===== src/rtl/game_pkg.sv =====
// Shared constants, state encoding and velocity type for the game sequencer.
// Latency: n/a (declarations only).
// Backpressure: n/a.
package game_pkg;

    typedef enum logic [1:0] {
        ST_IDLE  = 2'd0,
        ST_PLAY  = 2'd1,
        ST_DYING = 2'd2,
        ST_OVER  = 2'd3
    } game_state_t;

    localparam int VEL_W = 6;
    typedef logic signed [VEL_W-1:0] vel_t;

    localparam int SCREEN_WIDTH  = 640;
    localparam int SCREEN_HEIGHT = 480;
    localparam int BIRD_WIDTH    = 34;
    localparam int BIRD_HEIGHT   = 24;
    localparam int PIPE_WIDTH    = 52;
    localparam int BIRD_X        = 303;
    localparam int BIRD_START_Y  = 228;
    localparam int FLOOR_Y       = 456;
    localparam int BIRD_MAX_Y    = FLOOR_Y - BIRD_HEIGHT;
    localparam int PIPE_SPEED    = 2;
    localparam int PIPE_GAP      = 120;
    localparam int GAP_RESET_Y   = 160;
    localparam int GAP_BASE_Y    = 64;
    localparam int DEATH_FRAMES  = 60;

    localparam vel_t GRAVITY      = 6'sd1;
    localparam vel_t FLAP_VEL     = -6'sd8;
    localparam vel_t MAX_FALL_VEL = 6'sd10;

    localparam logic [7:0] LFSR_SEED = 8'hA5;

endpackage


===== src/rtl/game_lfsr8.sv =====
// 8-bit Fibonacci LFSR, x^8+x^6+x^5+x^4+1, loaded with seed on reset.
// Latency: advances one step per enabled clock.
// Backpressure: none; en simply holds the sequence.
module game_lfsr8 (
    input  logic       core_clk,
    input  logic       rst,
    input  logic [7:0] seed,
    input  logic       en,
    output logic [7:0] q
);

    always_ff @(posedge core_clk) begin
        if (rst) begin
            q <= seed;
        end else if (en) begin
            q <= {q[6:0], q[7] ^ q[5] ^ q[4] ^ q[3]};
        end
    end

endmodule


===== src/rtl/game_physics_controller.sv =====
// Per-frame bird physics, pipe scroll, scoring and play/death/restart sequencing; pipes built with GAME_PIPES_EN.
// Latency: registered outputs change the cycle after iFrameTick; flap edges pend until the next tick.
// Backpressure: none; every tick, including back-to-back ticks, applies a full update.
module game_physics_controller
    import game_pkg::*;
(
    input  logic        iClock,
    input  logic        iReset,
    input  logic        iFrameTick,
    input  logic        iFlap,
    output logic [9:0]  oBirdY,
    output logic [15:0] oScore,
    output logic [9:0]  oPipeX,
    output logic [8:0]  oPipeGapY,
    output logic [1:0]  oState
);

    game_state_t state, state_n;
    logic [9:0]  bird_y, bird_y_n;
    vel_t        vel, vel_n;
    logic [15:0] score, score_n;
    logic [9:0]  pipe_x, pipe_x_n;
    logic [8:0]  gap_y, gap_y_n;
    logic [5:0]  death_cnt, death_cnt_n;

    logic flap_q, flap_pend, flap_now;

    // An edge in the same cycle as a tick is folded straight into that tick.
    assign flap_now = flap_pend | (iFlap & ~flap_q);

    always_ff @(posedge iClock) begin
        if (iReset) begin
            flap_q    <= 1'b0;
            flap_pend <= 1'b0;
        end else begin
            flap_q    <= iFlap;
            flap_pend <= iFrameTick ? 1'b0 : flap_now;
        end
    end

    vel_t               vel_fall, vel_step, vel_phys;
    logic signed [10:0] y_sum;
    logic [9:0]         y_phys;
    logic               floor_hit;

    always_comb begin
        vel_fall  = (vel >= MAX_FALL_VEL) ? MAX_FALL_VEL : vel + GRAVITY;
        vel_step  = (flap_now && state != ST_DYING) ? FLAP_VEL : vel_fall;
        y_sum     = $signed({1'b0, bird_y}) + $signed({{(11-VEL_W){vel_step[VEL_W-1]}}, vel_step});
        y_phys    = y_sum[9:0];
        vel_phys  = vel_step;
        floor_hit = 1'b0;
        if (y_sum[10]) begin
            y_phys   = '0;
            vel_phys = '0;
        end else if (y_sum[9:0] > 10'(BIRD_MAX_Y)) begin
            y_phys    = 10'(BIRD_MAX_Y);
            floor_hit = 1'b1;
        end
    end

    logic [9:0] pipe_step_x;
    logic [8:0] pipe_step_gap;
    logic       passed, collide;

`ifdef GAME_PIPES_EN
    localparam logic [8:0] GAP_INIT = 9'(GAP_RESET_Y);

    logic [7:0]  lfsr;
    logic [10:0] right_old, right_new;

    game_lfsr8 u_lfsr (
        .core_clk (iClock),
        .rst      (iReset),
        .seed     (LFSR_SEED),
        .en       (1'b1),
        .q        (lfsr)
    );

    always_comb begin
        pipe_step_x   = pipe_x - 10'(PIPE_SPEED);
        pipe_step_gap = gap_y;
        if (pipe_x < 10'(PIPE_SPEED)) begin
            pipe_step_x   = 10'(SCREEN_WIDTH);
            pipe_step_gap = 9'(GAP_BASE_Y) + {1'b0, lfsr};
        end
        right_old = {1'b0, pipe_x} + 11'(PIPE_WIDTH);
        right_new = {1'b0, pipe_step_x} + 11'(PIPE_WIDTH);
        passed    = (right_old >= 11'(BIRD_X)) && (right_new < 11'(BIRD_X));
        collide   = (pipe_step_x < 10'(BIRD_X + BIRD_WIDTH)) && (right_new > 11'(BIRD_X))
                 && (({1'b0, y_phys} < {2'b0, pipe_step_gap})
                  || ({1'b0, y_phys} + 11'(BIRD_HEIGHT) > {2'b0, pipe_step_gap} + 11'(PIPE_GAP)));
    end
`else
    localparam logic [8:0] GAP_INIT = '0;

    assign pipe_step_x   = 10'(SCREEN_WIDTH);
    assign pipe_step_gap = '0;
    assign passed        = 1'b0;
    assign collide       = 1'b0;
`endif

    always_comb begin
        state_n     = state;
        bird_y_n    = bird_y;
        vel_n       = vel;
        score_n     = score;
        pipe_x_n    = pipe_x;
        gap_y_n     = gap_y;
        death_cnt_n = death_cnt;
        case (state)
            ST_IDLE, ST_PLAY: begin
                if (state == ST_PLAY || flap_now) begin
                    state_n  = ST_PLAY;
                    bird_y_n = y_phys;
                    vel_n    = vel_phys;
                    pipe_x_n = pipe_step_x;
                    gap_y_n  = pipe_step_gap;
                    if (passed && !collide && score != 16'hFFFF) begin
                        score_n = score + 16'd1;
                    end
                    if (floor_hit || collide) begin
                        state_n     = ST_DYING;
                        death_cnt_n = '0;
                    end
                end
            end
            ST_DYING: begin
                bird_y_n = y_phys;
                vel_n    = vel_phys;
                if (death_cnt == 6'(DEATH_FRAMES - 1)) begin
                    state_n = ST_OVER;
                end else begin
                    death_cnt_n = death_cnt + 6'd1;
                end
            end
            ST_OVER: begin
                if (flap_now) begin
                    state_n  = ST_IDLE;
                    bird_y_n = 10'(BIRD_START_Y);
                    vel_n    = '0;
                    score_n  = '0;
                    pipe_x_n = 10'(SCREEN_WIDTH);
                    gap_y_n  = GAP_INIT;
                end
            end
            default: state_n = ST_IDLE;
        endcase
    end

    always_ff @(posedge iClock) begin
        if (iReset) begin
            state     <= ST_IDLE;
            bird_y    <= 10'(BIRD_START_Y);
            vel       <= '0;
            score     <= '0;
            pipe_x    <= 10'(SCREEN_WIDTH);
            gap_y     <= GAP_INIT;
            death_cnt <= '0;
        end else if (iFrameTick) begin
            state     <= state_n;
            bird_y    <= bird_y_n;
            vel       <= vel_n;
            score     <= score_n;
            pipe_x    <= pipe_x_n;
            gap_y     <= gap_y_n;
            death_cnt <= death_cnt_n;
        end
    end

    assign oBirdY    = bird_y;
    assign oScore    = score;
    assign oPipeX    = pipe_x;
    assign oPipeGapY = gap_y;
    assign oState    = state;

endmodule


===== config.mk =====
export PLATFORM = sky130hd
export DESIGN_NAME = game_physics_controller
export DESIGN_NICKNAME = d
export VERILOG_FILES = /design/src/rtl/game_pkg.sv /design/src/rtl/game_lfsr8.sv /design/src/rtl/game_physics_controller.sv
export SDC_FILE = /design/constraint.sdc
export NUM_CORES = 1
export LEC_CHECK = 0
export CAP_MARGIN = 15
export CORE_MARGIN = 1
export CORE_UTILIZATION = 30
export DETAILED_ROUTE_END_ITERATION = 10
export GPL_TIMING_DRIVEN = 0
export HOLD_SLACK_MARGIN = 0.15
export PLACE_DENSITY_LB_ADDON = 0.05
export SETUP_SLACK_MARGIN = 0.02
export SYNTH_ARGS = -nofsm -noshare
export SYNTH_HDL_FRONTEND = slang
export SYNTH_SLANG_ARGS = --single-unit
export TNS_END_PERCENT = 50

===== constraint.sdc =====
create_clock -name iClock -period 12 [get_ports iClock]
set_input_delay 1.8 -clock iClock [delete_from_list [all_inputs] [get_ports iClock]]
set_output_delay 1.8 -clock iClock [all_outputs]
set_load 0.005 [all_outputs]

==> out/qor.yml <==
outcome:
  status: "finished clean"
power:
  vdd_drop_max_v: 0.0000607
  cellLeakagePower_nw: 1.15
  switchingPower_w: 0.000239
  seq_power_share: 0.236
  p_per_area_mw_per_mm2: 188
  power_frac_clock: 0.102
  power_w: 0.000500
  p_comb_frac: 0.662
  swShare: 0.478
  p_int_w: 0.000261
clock_network:
  htree_levels: 1
  path_clk_slew_ns: 0.09
  cts_tree: "done"
  ctsHoldBuffers: 0
  cts_setup_buffers: 0
  clock_path_buffers: 2
  cts_buffers: 3
  insertion_delay_ns: 0.27
  cts-root-buf: "clkbuf_8"
  cts.sinks: 26
  cts.repair.resized: 0
floorplan:
  coreArea_mm2: 0.00721
  start_util: 0.310
  io_pins: 51
  dieArea_mm2: 0.00780
  fp.dieW_um: 88.3
  rows: 31
  die_y_um: 88.3
drt:
  wl_per_cell_um: 13.1
  vias: 2033
  detail-route-antenna-nets: 0
  post-route-drc-count: 0
  dr.pass1.iters: 7
  drt_iter0_markers: 110
  via_per_inst: 4.71
  finalWirelength_mm: 5.66
placed_design:
  port_buffers: 13
  hpwl_mm: 4.47
  place_inst: 429
  gp_congestion: 0.776
timing:
  final_min_period_over_clock_period: 0.503
  fin_crit_ns: 6.04
  max_freq_ghz: 0.166
  final_hold_viol_count: 0
  final.setup.tns_ns: 0
  worst_clock_skew_ns: 0.00185
  slew_viol_final: 0
  finalSetupViolations: 0
  worst_pin_slew_ns: 0.773
  slew_headroom: 0.481
  rsz0062_at_grt: "false"
synthesis:
  synth.area.top_cells: "dfxtp_1, buf_4, ha_1"
  synth_warnings: 0
  synth_enable_flop_cells: 0
  synth_flop_cell: "dfxtp_1"
  ys_ff_latch: 26
  yosysTopAreaCellShare: 0.233
  yosys.area.top_type: "dfxtp_1"
  synth_seq_area_share: 0.233
  syn_area_mm2: 0.00224
  async_flop_share: 0
  avgSynthCellArea_um2: 7.87
  synth.distinct_cells: 63
  synth_cells: 284
global_route:
  grt_first_pass_wirelength_mm: 9.14
  grt_pass1_vias: 1796
  globalRouteOverflowTotal: 0
  grt_use_total: 0.152
  grt_max_degree: 14
  antenna_found_initial: 0
flow_run:
  maxCapViolCount: 0
worst_setup_path:
  critical_path.max_fanout: 7
  crit_type: "input pin to flop"
  r2r_setup_slack_ns: 7.40
  required_ns: 12.22
  start_kind: "input pin"
  cp.arrival_ns: 6.26
  cp-end-kind: "flop"
cells_and_area:
  n_antenna_cell: 0
  postLayoutCoreUtil: 0.368
  area_delta_synth_final_pct: 18.7
  drive_above_1_share: 0.147
  fin_cells: 432
  mostFrequentLayoutCells: "buf_4, conb_1, dfxtp_1"
  layout.nets: 354
hold_path:
  min_path_type: "flop to flop"
flip-flops by register name, indices dropped and copies added (netlist names):
name,count
flap_pend,1
oState,2
death_cnt,6
oBirdY,10
vel,6
flap_q,1
worst max-delay path: stages:
cell and delay (ns):
clkdlybuf4s50_1 0.43, nor2b_1 0.16, o21ai_0 0.38, nand2_1 0.22, or3b_2 0.52, ha_1 0.37
o21ai_1 0.27, nor2_2 0.07, o221a_1 0.25, o21ai_0 0.15, nand2b_1 0.09, ha_1 0.37
nand2b_1 0.22, a21oi_1 0.18, o31ai_1 0.16, nor2_1 0.37, a32o_1 0.22
routing by layer:
metal  vias to the layer above  track usage  routed length [um]  share of wire
met5                         -            0                   0              0
met4                         0       0.0308                  37         0.0065
met3                         7       0.0261                 210          0.037
met2                        37        0.240                2540           0.45
met1                       908        0.216                2870           0.51
li1                       1081            -                   -              -
cell families (layout without fill, tap and decap cells):
kind of cell,Yosys count,after routing,share of synthesized area
buffers and inverters,51,67,0.145
xor gates and xnor gates,5,5,0.0196
AOI/OAI and AO/OA,97,97,0.312
adders and majority gates,15,15,0.0873
DFF,26,26,0.233
and+or+nand+nor,88,88,0.200
other,2,35,0.00336
final timing paths:
check	from	end	depth (start not counted)
setup / recovery	iFlap	oBirdY[1]	17
hold reg to reg	oBirdY[3]	oBirdY[3]	2
setup reg to reg	vel[0]	oBirdY[1]	18
hold / removal	oBirdY[3]	oBirdY[3]	2
stage by stage:
step                      hold WS [ns]  area (um^2)  setup WS (ns)
after global placement           0.487         2610           5.64
after global routing             0.540         2660           5.56
final                            0.495         2660           5.96
after CTS                        0.497         2660           5.92
after detailed placement         0.485         2610           5.63
after floorplan                  0.466         2360           6.83
power groups by stage:
stage	clock, W	combinational [W]	sequential [W]
3_5_place_dp	0	0.000331	0.000120
3_3_place_gp	0	0.000332	0.000120
4_1_cts	0.0000528	0.000332	0.000118
5_1_grt	0.0000569	0.000373	0.000120
6_report	0.0000508	0.000331	0.000118
2_1_floorplan	0	0.000241	0.000116
synthesized netlist by cell type, drive strengths merged, types with 2 or more instances:
cell / instances
xnor2: 2
nand2b: 7
nand3: 7
nor2: 26
nand2: 18
nor3: 8
o311a: 3
a21o: 2
inv: 8
dfxtp: 26
o211ai: 4
o21bai: 2
clkbuf: 6
buf: 37
o221a: 2
xor2: 3
ha: 14
o21ai: 22
a221oi: 2
nor2b: 5
and3: 5
and2: 3
a31o: 2
o31ai: 2
a31oi: 3
nand3b: 2
a22o: 2
o31a: 2
a2111oi: 2
a211oi: 7
conb: 2
a32o: 2
a21oi: 20
o21a: 3
a22oi: 3
or2: 2
layout make-up:
type / count / area, um^2
Tap cell: 99 / 124
Multi-Input combinational cell: 240 / 1510
Fill cell: 774 / 4560
Inverter: 8 / 30.0
Timing Repair Buffer: 13 / 130
Buffer: 43 / 295
Sequential cell: 26 / 520
Clock buffer: 3 / 41.3
Power figures use the tool's default switching activity.
==> RTL change (same flow settings) <==
Build with the macro `GAME_PIPES_EN` defined.
--- a/src/rtl/game_physics_controller.sv
+++ b/src/rtl/game_physics_controller.sv
@@ -3,2 +3,4 @@
 // Backpressure: none; every tick, including back-to-back ticks, applies a full update.
+`define GAME_PIPES_EN
+
 module game_physics_controller
Behaviour: not the same (a bounded check fails within 4 cycles, from zero or initial values and one cycle with iReset high).
==> RTL change against the unedited design <==
Design area is 130% higher; wire length grew to 2.8 times the old value; critical path type unchanged; largest power group unchanged; area after synthesis is 120% higher; utilization is 0.95 points higher; total power grew to 2.8 times the old value; sequential cell count is 43 higher; setup slack worse by 2300 ps; critical path depth is 10 higher; global-route usage is 3.7 points higher.
==> RTL change: results (changes against the unedited design) <==
status=complete, no violations; fillcell total=1711 (+120%); drt pass-1 iters=5 (-2); top post-synthesis cells by area=dfxtp_1, ha_1, nand2_1; Skew-Pair Late Insertion Delay=340 ps (+70 ps); maxcap violations=0 (unchanged); seq pwr=281 µW (+140%); Final GP Congestion=0.880 (+13%); Arr. time, crit path=8520 ps (+2260 ps); CTS buffer count=9 (+6); Post-synth top cells=dfxtp_1, nand2_1, nor2_1; Synth cell types=76 (+21%); initial antenna violation count=0 (unchanged); via density per instance=5.39 (+15%); Setup Buffers After CTS=0 (unchanged); Root Buffer=clkbuf_16; Total Routing Usage GR=18.9% (+3.7 points); switching power=649 µW (+170%); crit path max fanout=8 (+1); share of post-route cells with drive strength above 1=6.78% (-7.9 points); max_slew headroom=40.5% (-7.6 points); max reg flops=16 (+6); n_diodes=0 (unchanged); clock tree buffer depth=2 (unchanged); first-pass GRT wire length=26000 µm (+180%); syn nets=676; nets=736 (+110%); Post-synth ARST share=0% (unchanged); Setup TNS=0 ps (unchanged); class of the worst hold path=register to register; Synth Warn #=0 (unchanged); final setup skew=7.43 ps (+5.58 ps); worst-case vdd ir drop=0.0711 mV (+17%); largest net degree at the start of global routing=12 (-2); leakage power=2.39 nW (+110%); DP HPWL=11900 µm (+170%); Max H-tree Level=3 (+2); WL final=15900 µm (+180%); dpl ws=3470 ps (-2160 ps); P_clk=285 µW (+460%); Iteration-0 DRC Markers=350 (+220%); Reg clk slew, reported paths=60 ps (-30 ps); vias in the first global route=4814 (+170%); number of gates resized after CTS=0 (unchanged); Internal=773 µW (+200%); register area share after synthesis=27.6% (+4.3 points); I/O Buffers=49 (+36)
==> RTL change: cell count changes after synthesis, moves of 10 or more <==
cell	before	now
nand3_1	7	20
buf_4	35	1
xnor2_1	2	17
nor2_1	25	54
a21o_1	2	13
nand2_1	18	64
a22oi_1	3	15
ha_1	14	43
a21oi_1	20	46
o21ai_0	20	30
dfxtp_1	26	69
inv_1	8	29
==> RTL change: cell families (layout without fill, tap and decap cells) <==
| logic type | Yosys count | in the layout | synth area share (%) |
|---|---|---|---|
| simple gates | 230 | 230 | 23.6 |
| compound gates | 187 | 187 | 25.3 |
| mux | 12 | 12 | 2.47 |
| other cells | 1 | 1 | 0.0748 |
| fa+ha+maj | 44 | 44 | 11.1 |
| xor+xnor | 30 | 30 | 5.39 |
| flops | 69 | 69 | 27.6 |
| buf+inv | 55 | 120 | 4.57 |
==> RTL change: through the flow <==
stage | utilization, % | cells | cell area [µm²]
floorplan | - | 628 | 5010
global placement | 35.8 | 893 | 5770
detailed placement | 35.8 | 893 | 5770
CTS | 37.7 | 909 | 6080
global route | 37.7 | 909 | 6080
finish | 37.7 | 909 | 6080
==> RTL change: area by class of cell <==
cell class / count / area, µm² / share of cell area, %
timing repair buffer: 49 / 490 / 8.06
clock buffer: 12 / 236 / 3.89
multi-input combinational: 504 / 3400 / 55.9
buffer: 25 / 116 / 1.91
tap: 216 / 270 / 4.44
sequential: 69 / 1380 / 22.7
inverter: 30 / 113 / 1.85
clock inverter: 4 / 72.6 / 1.19
==> RTL change: routing by layer <==
metal / share of wire [%] / global-route usage (%) / routed length (µm)
met2: 44 / 29.6 / 6960
met1: 51 / 26.3 / 8110
met5: 0 / 0 / 0
met4: 1.4 / 5.10 / 218
met3: 3.8 / 3.51 / 601
==> RTL change: path summary, 6_finish.rpt <==
kind,startpoint,endpoint,slack (ps),cells past startpoint
worst min-delay path,u_lfsr.q[1]$_SDFF_PP0_,u_lfsr.q[2]$_SDFF_PP1_,450,1
worst max-delay path,iFlap,death_cnt[0]$_SDFFE_PP0P_,3680,27
worst max register to register,oState[1]$_SDFFE_PP0P_,death_cnt[0]$_SDFFE_PP0P_,4820,26
worst min register to register,u_lfsr.q[1]$_SDFF_PP0_,u_lfsr.q[2]$_SDFF_PP1_,450,1
==> RTL change: critical path, cell delays in order <==
cell,delay [ps]
clkdlybuf4s50_1,470
a21o_1,230
nand2_1,130
nand2_1,170
nor2_1,60
ha_1,220
fa_1,440
a211oi_1,350
o21ai_0,150
a21oi_1,280
nor2b_1,90
o21ai_0,150
nand2b_1,80
ha_1,260
clkbuf_1,200
nor2_1,490
nand2_1,290
ha_1,300
o41ai_1,570
ha_1,230
nand3_1,100
o21a_1,190
o21ai_0,350
nand4_1,170
a21o_1,220
a21boi_1,380
o21ai_0,160
